### src/rtl/serial_rx_seq.sv
// serial_rx_seq: oversampling serial frame receiver that sequences a downstream
// serial-in shift register (sync-clear, shift-enable, serial bit) and flags
// frame completion or framing errors.
//
// Frame format: start bit (0), DATA_BITS data bits MSB first, stop bit (1).
// Optional even-parity bit between data and stop when SERIAL_RX_PARITY_EN is
// defined; with the macro undefined there is no parity state or logic.
//
// Constraints: CLKS_PER_BIT >= 4, DATA_BITS >= 2.
module serial_rx_seq #(
  parameter int unsigned CLKS_PER_BIT = 16,
  parameter int unsigned DATA_BITS    = 8
) (
  input  logic clk,
  input  logic rst,
  input  logic i_rx,
  output logic o_sclr,
  output logic o_en,
  output logic o_bit,
  output logic o_done,
  output logic o_frame_err,
  output logic o_busy
);

  localparam int unsigned HALF = CLKS_PER_BIT / 2;
  localparam int unsigned CW   = (CLKS_PER_BIT > 1) ? $clog2(CLKS_PER_BIT) : 1;
  localparam int unsigned BW   = $clog2(DATA_BITS + 1);

  // Start-bit confirmation point (middle of the start bit).
  localparam logic [CW-1:0] CntHalfM1 = CW'(HALF - 1);
  // Mid-bit sample point once aligned to the middle of the start bit.
  localparam logic [CW-1:0] CntLast   = CW'(CLKS_PER_BIT - 1);
  localparam logic [BW-1:0] BitLast   = BW'(DATA_BITS - 1);

`ifdef SERIAL_RX_PARITY_EN
  typedef enum logic [2:0] {
    StIdle,
    StStart,
    StData,
    StParity,
    StStop
  } state_e;
`else
  typedef enum logic [2:0] {
    StIdle,
    StStart,
    StData,
    StStop
  } state_e;
`endif

  state_e        state_q, state_d;
  logic [CW-1:0] clk_cnt_q, clk_cnt_d;
  logic [BW-1:0] bit_cnt_q, bit_cnt_d;

  // Two-flop synchroniser, reset to the idle-high line level.
  logic rx_meta_q;
  logic rx_s_q;

  logic sclr_q, sclr_d;
  logic en_q, en_d;
  logic bit_q, bit_d;
  logic done_q, done_d;
  logic err_q, err_d;
  logic busy_q, busy_d;

`ifdef SERIAL_RX_PARITY_EN
  logic par_q, par_d;    // running XOR of received data bits
  logic perr_q, perr_d;  // sticky parity mismatch for the current frame
`endif

  // Synchronise the asynchronous serial line into the clk domain.
  always_ff @(posedge clk or posedge rst) begin
    if (rst) begin
      rx_meta_q <= 1'b1;
      rx_s_q    <= 1'b1;
    end else begin
      rx_meta_q <= i_rx;
      rx_s_q    <= rx_meta_q;
    end
  end

  // State, counters and registered outputs.
  always_ff @(posedge clk or posedge rst) begin
    if (rst) begin
      state_q   <= StIdle;
      clk_cnt_q <= '0;
      bit_cnt_q <= '0;
      sclr_q    <= 1'b0;
      en_q      <= 1'b0;
      bit_q     <= 1'b0;
      done_q    <= 1'b0;
      err_q     <= 1'b0;
      busy_q    <= 1'b0;
`ifdef SERIAL_RX_PARITY_EN
      par_q     <= 1'b0;
      perr_q    <= 1'b0;
`endif
    end else begin
      state_q   <= state_d;
      clk_cnt_q <= clk_cnt_d;
      bit_cnt_q <= bit_cnt_d;
      sclr_q    <= sclr_d;
      en_q      <= en_d;
      bit_q     <= bit_d;
      done_q    <= done_d;
      err_q     <= err_d;
      busy_q    <= busy_d;
`ifdef SERIAL_RX_PARITY_EN
      par_q     <= par_d;
      perr_q    <= perr_d;
`endif
    end
  end

  // Next-state logic and next values of the registered outputs.
  always_comb begin
    state_d   = state_q;
    clk_cnt_d = clk_cnt_q;
    bit_cnt_d = bit_cnt_q;
    sclr_d    = 1'b0;
    en_d      = 1'b0;
    bit_d     = bit_q;
    done_d    = 1'b0;
    err_d     = 1'b0;
`ifdef SERIAL_RX_PARITY_EN
    par_d     = par_q;
    perr_d    = perr_q;
`endif

    unique case (state_q)
      StIdle: begin
        clk_cnt_d = '0;
        if (!rx_s_q) begin
          state_d = StStart;
`ifdef SERIAL_RX_PARITY_EN
          par_d   = 1'b0;
          perr_d  = 1'b0;
`endif
        end
      end

      StStart: begin
        if (clk_cnt_q == CntHalfM1) begin
          clk_cnt_d = '0;
          if (!rx_s_q) begin
            // Start bit still low at its middle: real frame.
            sclr_d    = 1'b1;
            bit_cnt_d = '0;
            state_d   = StData;
          end else begin
            // Line went back high: treat as a glitch.
            state_d = StIdle;
          end
        end else begin
          clk_cnt_d = clk_cnt_q + 1'b1;
        end
      end

      StData: begin
        if (clk_cnt_q == CntLast) begin
          clk_cnt_d = '0;
          en_d      = 1'b1;
          bit_d     = rx_s_q;
          bit_cnt_d = bit_cnt_q + 1'b1;
`ifdef SERIAL_RX_PARITY_EN
          par_d     = par_q ^ rx_s_q;
`endif
          if (bit_cnt_q == BitLast) begin
`ifdef SERIAL_RX_PARITY_EN
            state_d = StParity;
`else
            state_d = StStop;
`endif
          end
        end else begin
          clk_cnt_d = clk_cnt_q + 1'b1;
        end
      end

`ifdef SERIAL_RX_PARITY_EN
      StParity: begin
        if (clk_cnt_q == CntLast) begin
          clk_cnt_d = '0;
          // Even parity: data XOR parity bit must be 0.
          if (par_q ^ rx_s_q) begin
            perr_d = 1'b1;
          end
          state_d = StStop;
        end else begin
          clk_cnt_d = clk_cnt_q + 1'b1;
        end
      end
`endif

      StStop: begin
        if (clk_cnt_q == CntLast) begin
          clk_cnt_d = '0;
`ifdef SERIAL_RX_PARITY_EN
          if (rx_s_q && !perr_q) begin
`else
          if (rx_s_q) begin
`endif
            done_d = 1'b1;
          end else begin
            err_d = 1'b1;
          end
          // Leave at mid-stop so a back-to-back start edge is not missed.
          state_d = StIdle;
        end else begin
          clk_cnt_d = clk_cnt_q + 1'b1;
        end
      end

      default: begin
        state_d   = StIdle;
        clk_cnt_d = '0;
        bit_cnt_d = '0;
      end
    endcase

    // Busy tracks the registered state exactly.
    busy_d = (state_d != StIdle);
  end

  assign o_sclr      = sclr_q;
  assign o_en        = en_q;
  assign o_bit       = bit_q;
  assign o_done      = done_q;
  assign o_frame_err = err_q;
  assign o_busy      = busy_q;

endmodule

### config.mk
export PLATFORM = sky130hd
export DESIGN_NAME = serial_rx_seq
export DESIGN_NICKNAME = d
export VERILOG_FILES = /design/src/rtl/serial_rx_seq.sv
export SDC_FILE = /design/constraint.sdc
export NUM_CORES = 1
export LEC_CHECK = 0
export ABC_AREA = 1
export CAP_MARGIN = 40
export CORE_AREA = 3 3 43 64
export CTS_BUF_LIST = sky130_fd_sc_hd__clkbuf_16
export CTS_CLUSTER_SIZE = 30
export DETAILED_ROUTE_END_ITERATION = 12
export DIE_AREA = 0 0 46 67
export GPL_TIMING_DRIVEN = 0
export PLACE_DENSITY_LB_ADDON = 0.05
export SETUP_SLACK_MARGIN = 0.4
export SLEW_MARGIN = 20
export SYNTH_ARGS = -nofsm -noshare
export SYNTH_HDL_FRONTEND = slang
export SYNTH_SLANG_ARGS = --single-unit
### constraint.sdc
create_clock -name clk -period 1.65 [get_ports clk]
set_input_delay 0.33 -clock clk [delete_from_list [all_inputs] [get_ports clk]]
set_output_delay 0.33 -clock clk [all_outputs]
set_load 0.02 [all_outputs]
==> summary.md <==
| Metric | Value |
|---|---|
| CTS Sinks | `19` |
| Worst setup margin | `0.425 ns` |
| GR peak layer | `met2` |
| CP Class | `register to register` |
| Chip width | `46 um` |
| Reg-to-reg startpoint | `clk_cnt_q[0]` |
| CP Launch Type | `register` |
| Antenna diode count | `0` |
| Routability cong. | `0.710` |
| Sw Pwr | `226 uW` |
| Total grt overflow | `0` |
| Pint | `831 uW` |
| YS warnings | `0` |
| CTS buffer count | `3` |
| Run status | `finished, final reports clean` |
| CP required | `1.79 ns` |
| Power share of the combinational group | `7.4%` |
| XOR/XNOR Fraction of Synth Area | `1.00%` |
| Post-Syn Instances | `100` |
| Post-synthesis cell type count | `20` |
| Total iterations of the first detailed-routing run | `4` |
| Most frequent cells in the layout | `nand2_1 (18), dfrtp_1 (17), nor2_1 (12), nand3_1 (11), inv_1 (9)` |
| CTS root buf | `clkbuf_16` |
| Setup WS pre-CTS | `0.299 ns` |
| CP Launch Point | `clk_cnt_q[0]` |
| Worst min-delay path class | `register to register` |
| Crit. End Element | `register` |
| Final Hold Fails | `0` |
| Syn Area/Cell | `8.73 sq um` |
| Yosys reg bits | `19` |
| H-tree depth | `1` |
| Seq/Total Area, Yosys | `54.7%` |
| Vias in the first global route | `671` |
| Max-cap violations | `0` |
| Final net count | `121` |
| Clk_lat worst skew | `0.25 ns` |
| Final setup TNS | `0 ns` |
| Gr usage total | `13.6%` |
| CP cell instances | `ha_4 > nand2_4 > nor2_4 > nor2_4 > nor2_4 > nand2_2 > nand2_1 > nand2_1` |
| Most common cell after layout, fill and taps aside | `nand2_1` |
| Die footprint | `0.00308 sq mm` |
| Fin. max-slew vios | `0` |
| Hold Crit Start | `rx_meta_q` |
| Total power | `1060 uW` |
| DPL Wire Length | `1.20 mm` |
| Synthesized area | `873 sq um` |
| Synth Area in Simple Gates | `33.7%` |
| Adder and majority gate portion of the synthesized area | `2.87%` |
| Largest family of logic cells by synthesized area | `simple AND/OR/NAND/NOR gates` |
| Largest net degree at the start of global routing | `20` |
| Clock Pin Slew Worst Setup and Hold Paths | `0.05 ns` |
| Via/cell ratio | `4.99` |
| Compound-Gate Fraction of Synth Area | `2.58%` |
| Wire per inst | `12.0 um` |
| CP top delay family | `simple AND/OR/NAND/NOR gates` |
| CTS max path bufs | `2` |
| Max-slew headroom | `51.5%` |
| Die height | `67 um` |
| First DRT Iteration DRCs | `10` |
| GR Layer Usage met3 | `2.43%` |
| Slowest-stage cell, CP | `dfrtp_1` |
| Tcrit/Tclk final | `74.3%` |
| Peak VDD IR | `0.591 mV` |
| Worst Path Arrival | `1.37 ns` |
| Clock Skew | `0.00158 ns` |
| GR Util met2 | `22.6%` |
| Cell repeated most along the worst path | `nor2_4` |
| Antenna violations before repair | `0` |
| Fmax | `816 MHz` |
| Mux cell area share after synthesis | `0%` |
| Pleak | `0.000586 uW` |
| GR Util met1 | `14.0%` |
| # IOs | `9` |
| Number of I/O port buffers | `8` |
| Number of core rows | `21` |
| Share of post-route cells with drive strength above 1 | `26.1%` |
| Reg power frac | `46.6%` |
| DRT antenna net count | `0` |
| Final Setup Violations | `0` |
| Syn_nets | `105` |
| Cell Pwr Density | `927 mW/mm^2` |
| Core Area | `0.00226 sq mm` |
| Final min period | `1.23 ns` |
| Drc violations | `0` |
| CTS tree | `built` |
| First-pass GRT wire length | `2.90 mm` |
| Vias | `688` |
| Synthesis-to-layout area growth | `30.5%` |
| Top fanout value on the critical path | `4` |
| Crit path largest cell delay | `0.39 ns` |
| RSZ-0062 raised after global routing | `yes` |
| Initial Utilization | `38.6%` |
| Sw frac | `21.4%` |
| Clock Power Share | `46.0%` |
| CP bufs+invs | `0` |
| Actual slew at the worst max-slew pin | `0.727 ns` |
| Total Wirelength | `1.66 mm` |
synth_stat cells, drive strengths merged:
library cell	count	area share, %
dfstp	2	6.0
nand2	21	9.6
clkinv	1	0.43
nor2	22	12
nor3	3	1.7
o21a	1	0.86
inv	10	4.3
nand3	14	9.2
nand4	2	1.4
dfrtp	17	49
conb	1	0.43
o21ai	1	0.57
xor2	1	1.0
ha	2	2.9
a21oi	2	1.1
worst reg2reg max path, delay by kind of cell (launching register included):
family	cells	cell delay, ns
and+or+nand+nor	7	0.53
adders and majority gates	1	0.19
DFF	1	0.39
final timing paths:
kind                                end  slack, ns  cells past startpoint
setup / recovery           bit_cnt_q[3]       0.42                      8
hold / removal                   rx_s_q       0.35                      0
setup reg to reg           bit_cnt_q[3]       0.42                      8
hold reg to reg                  rx_s_q       0.35                      0
max in group asynchronous  clk_cnt_q[2]       0.69                      2
min in group asynchronous   o_frame_err       0.50                      2
layer usage:
metal	share of wire, %	wire length [um]
met1	39	652
met2	55	906
met3	2.6	44
met4	3.5	59
met5	0	0
power groups by stage:
stage               sequential [uW]  combinational (uW)  clock, uW
global placement                498                68.9          0
finish                          492                78.5        486
CTS                             490                74.3        501
detailed placement              498                70.1          0
floorplan                       499                44.2          0
global route                    493                90.0        523
per-stage QoR:
stage	hold slack [ns]	utilization (%)	area [sq um]	std cells
after global placement	0.346	43.5	982	131
final	0.353	50.4	1140	138
after global routing	0.361	50.4	1140	138
after CTS	0.355	48.9	1100	136
after floorplan	0.280	-	873	100
after detailed placement	0.347	43.5	982	131
layout make-up:
type                            instances  area, sq um
Timing Repair Buffer                   11         96.3
Inverter                               11         41.3
Multi-Input combinational cell         70          417
Clock inverter                          1         3.75
Fill cell                             221         1120
Sequential cell                        19          478
Clock buffer                            3         75.1
Tap cell                               23         28.8
what timing repair did:
action,in CTS,in global routing
pin swaps,5,5
gates resized for setup,17,13
setup buffers,1,2
setup endpoints to repair,15,14
hold buffers,0,0
flip-flops by register name, indices dropped and copies added, names as in the netlist:
name         flops
state_q          3
clk_cnt_q        4
bit_cnt_q        4
rx_s_q           1
o_done           1
o_busy           1
o_bit            1
o_en             1
o_sclr           1
rx_meta_q        1
o_frame_err      1
cells by family (layout without fill, tap and decap cells):
kind of cell	Yosys count	count (layout)
AND/OR/NAND/NOR	62	62
flip-flops	19	19
buffers and inverters	11	26
AO/OA/AOI/OAI	4	4
adder cells (fa/ha/maj)	2	2
other	1	1
XOR/XNOR	1	1
Note: power is estimated with default switching activity, not from simulation.
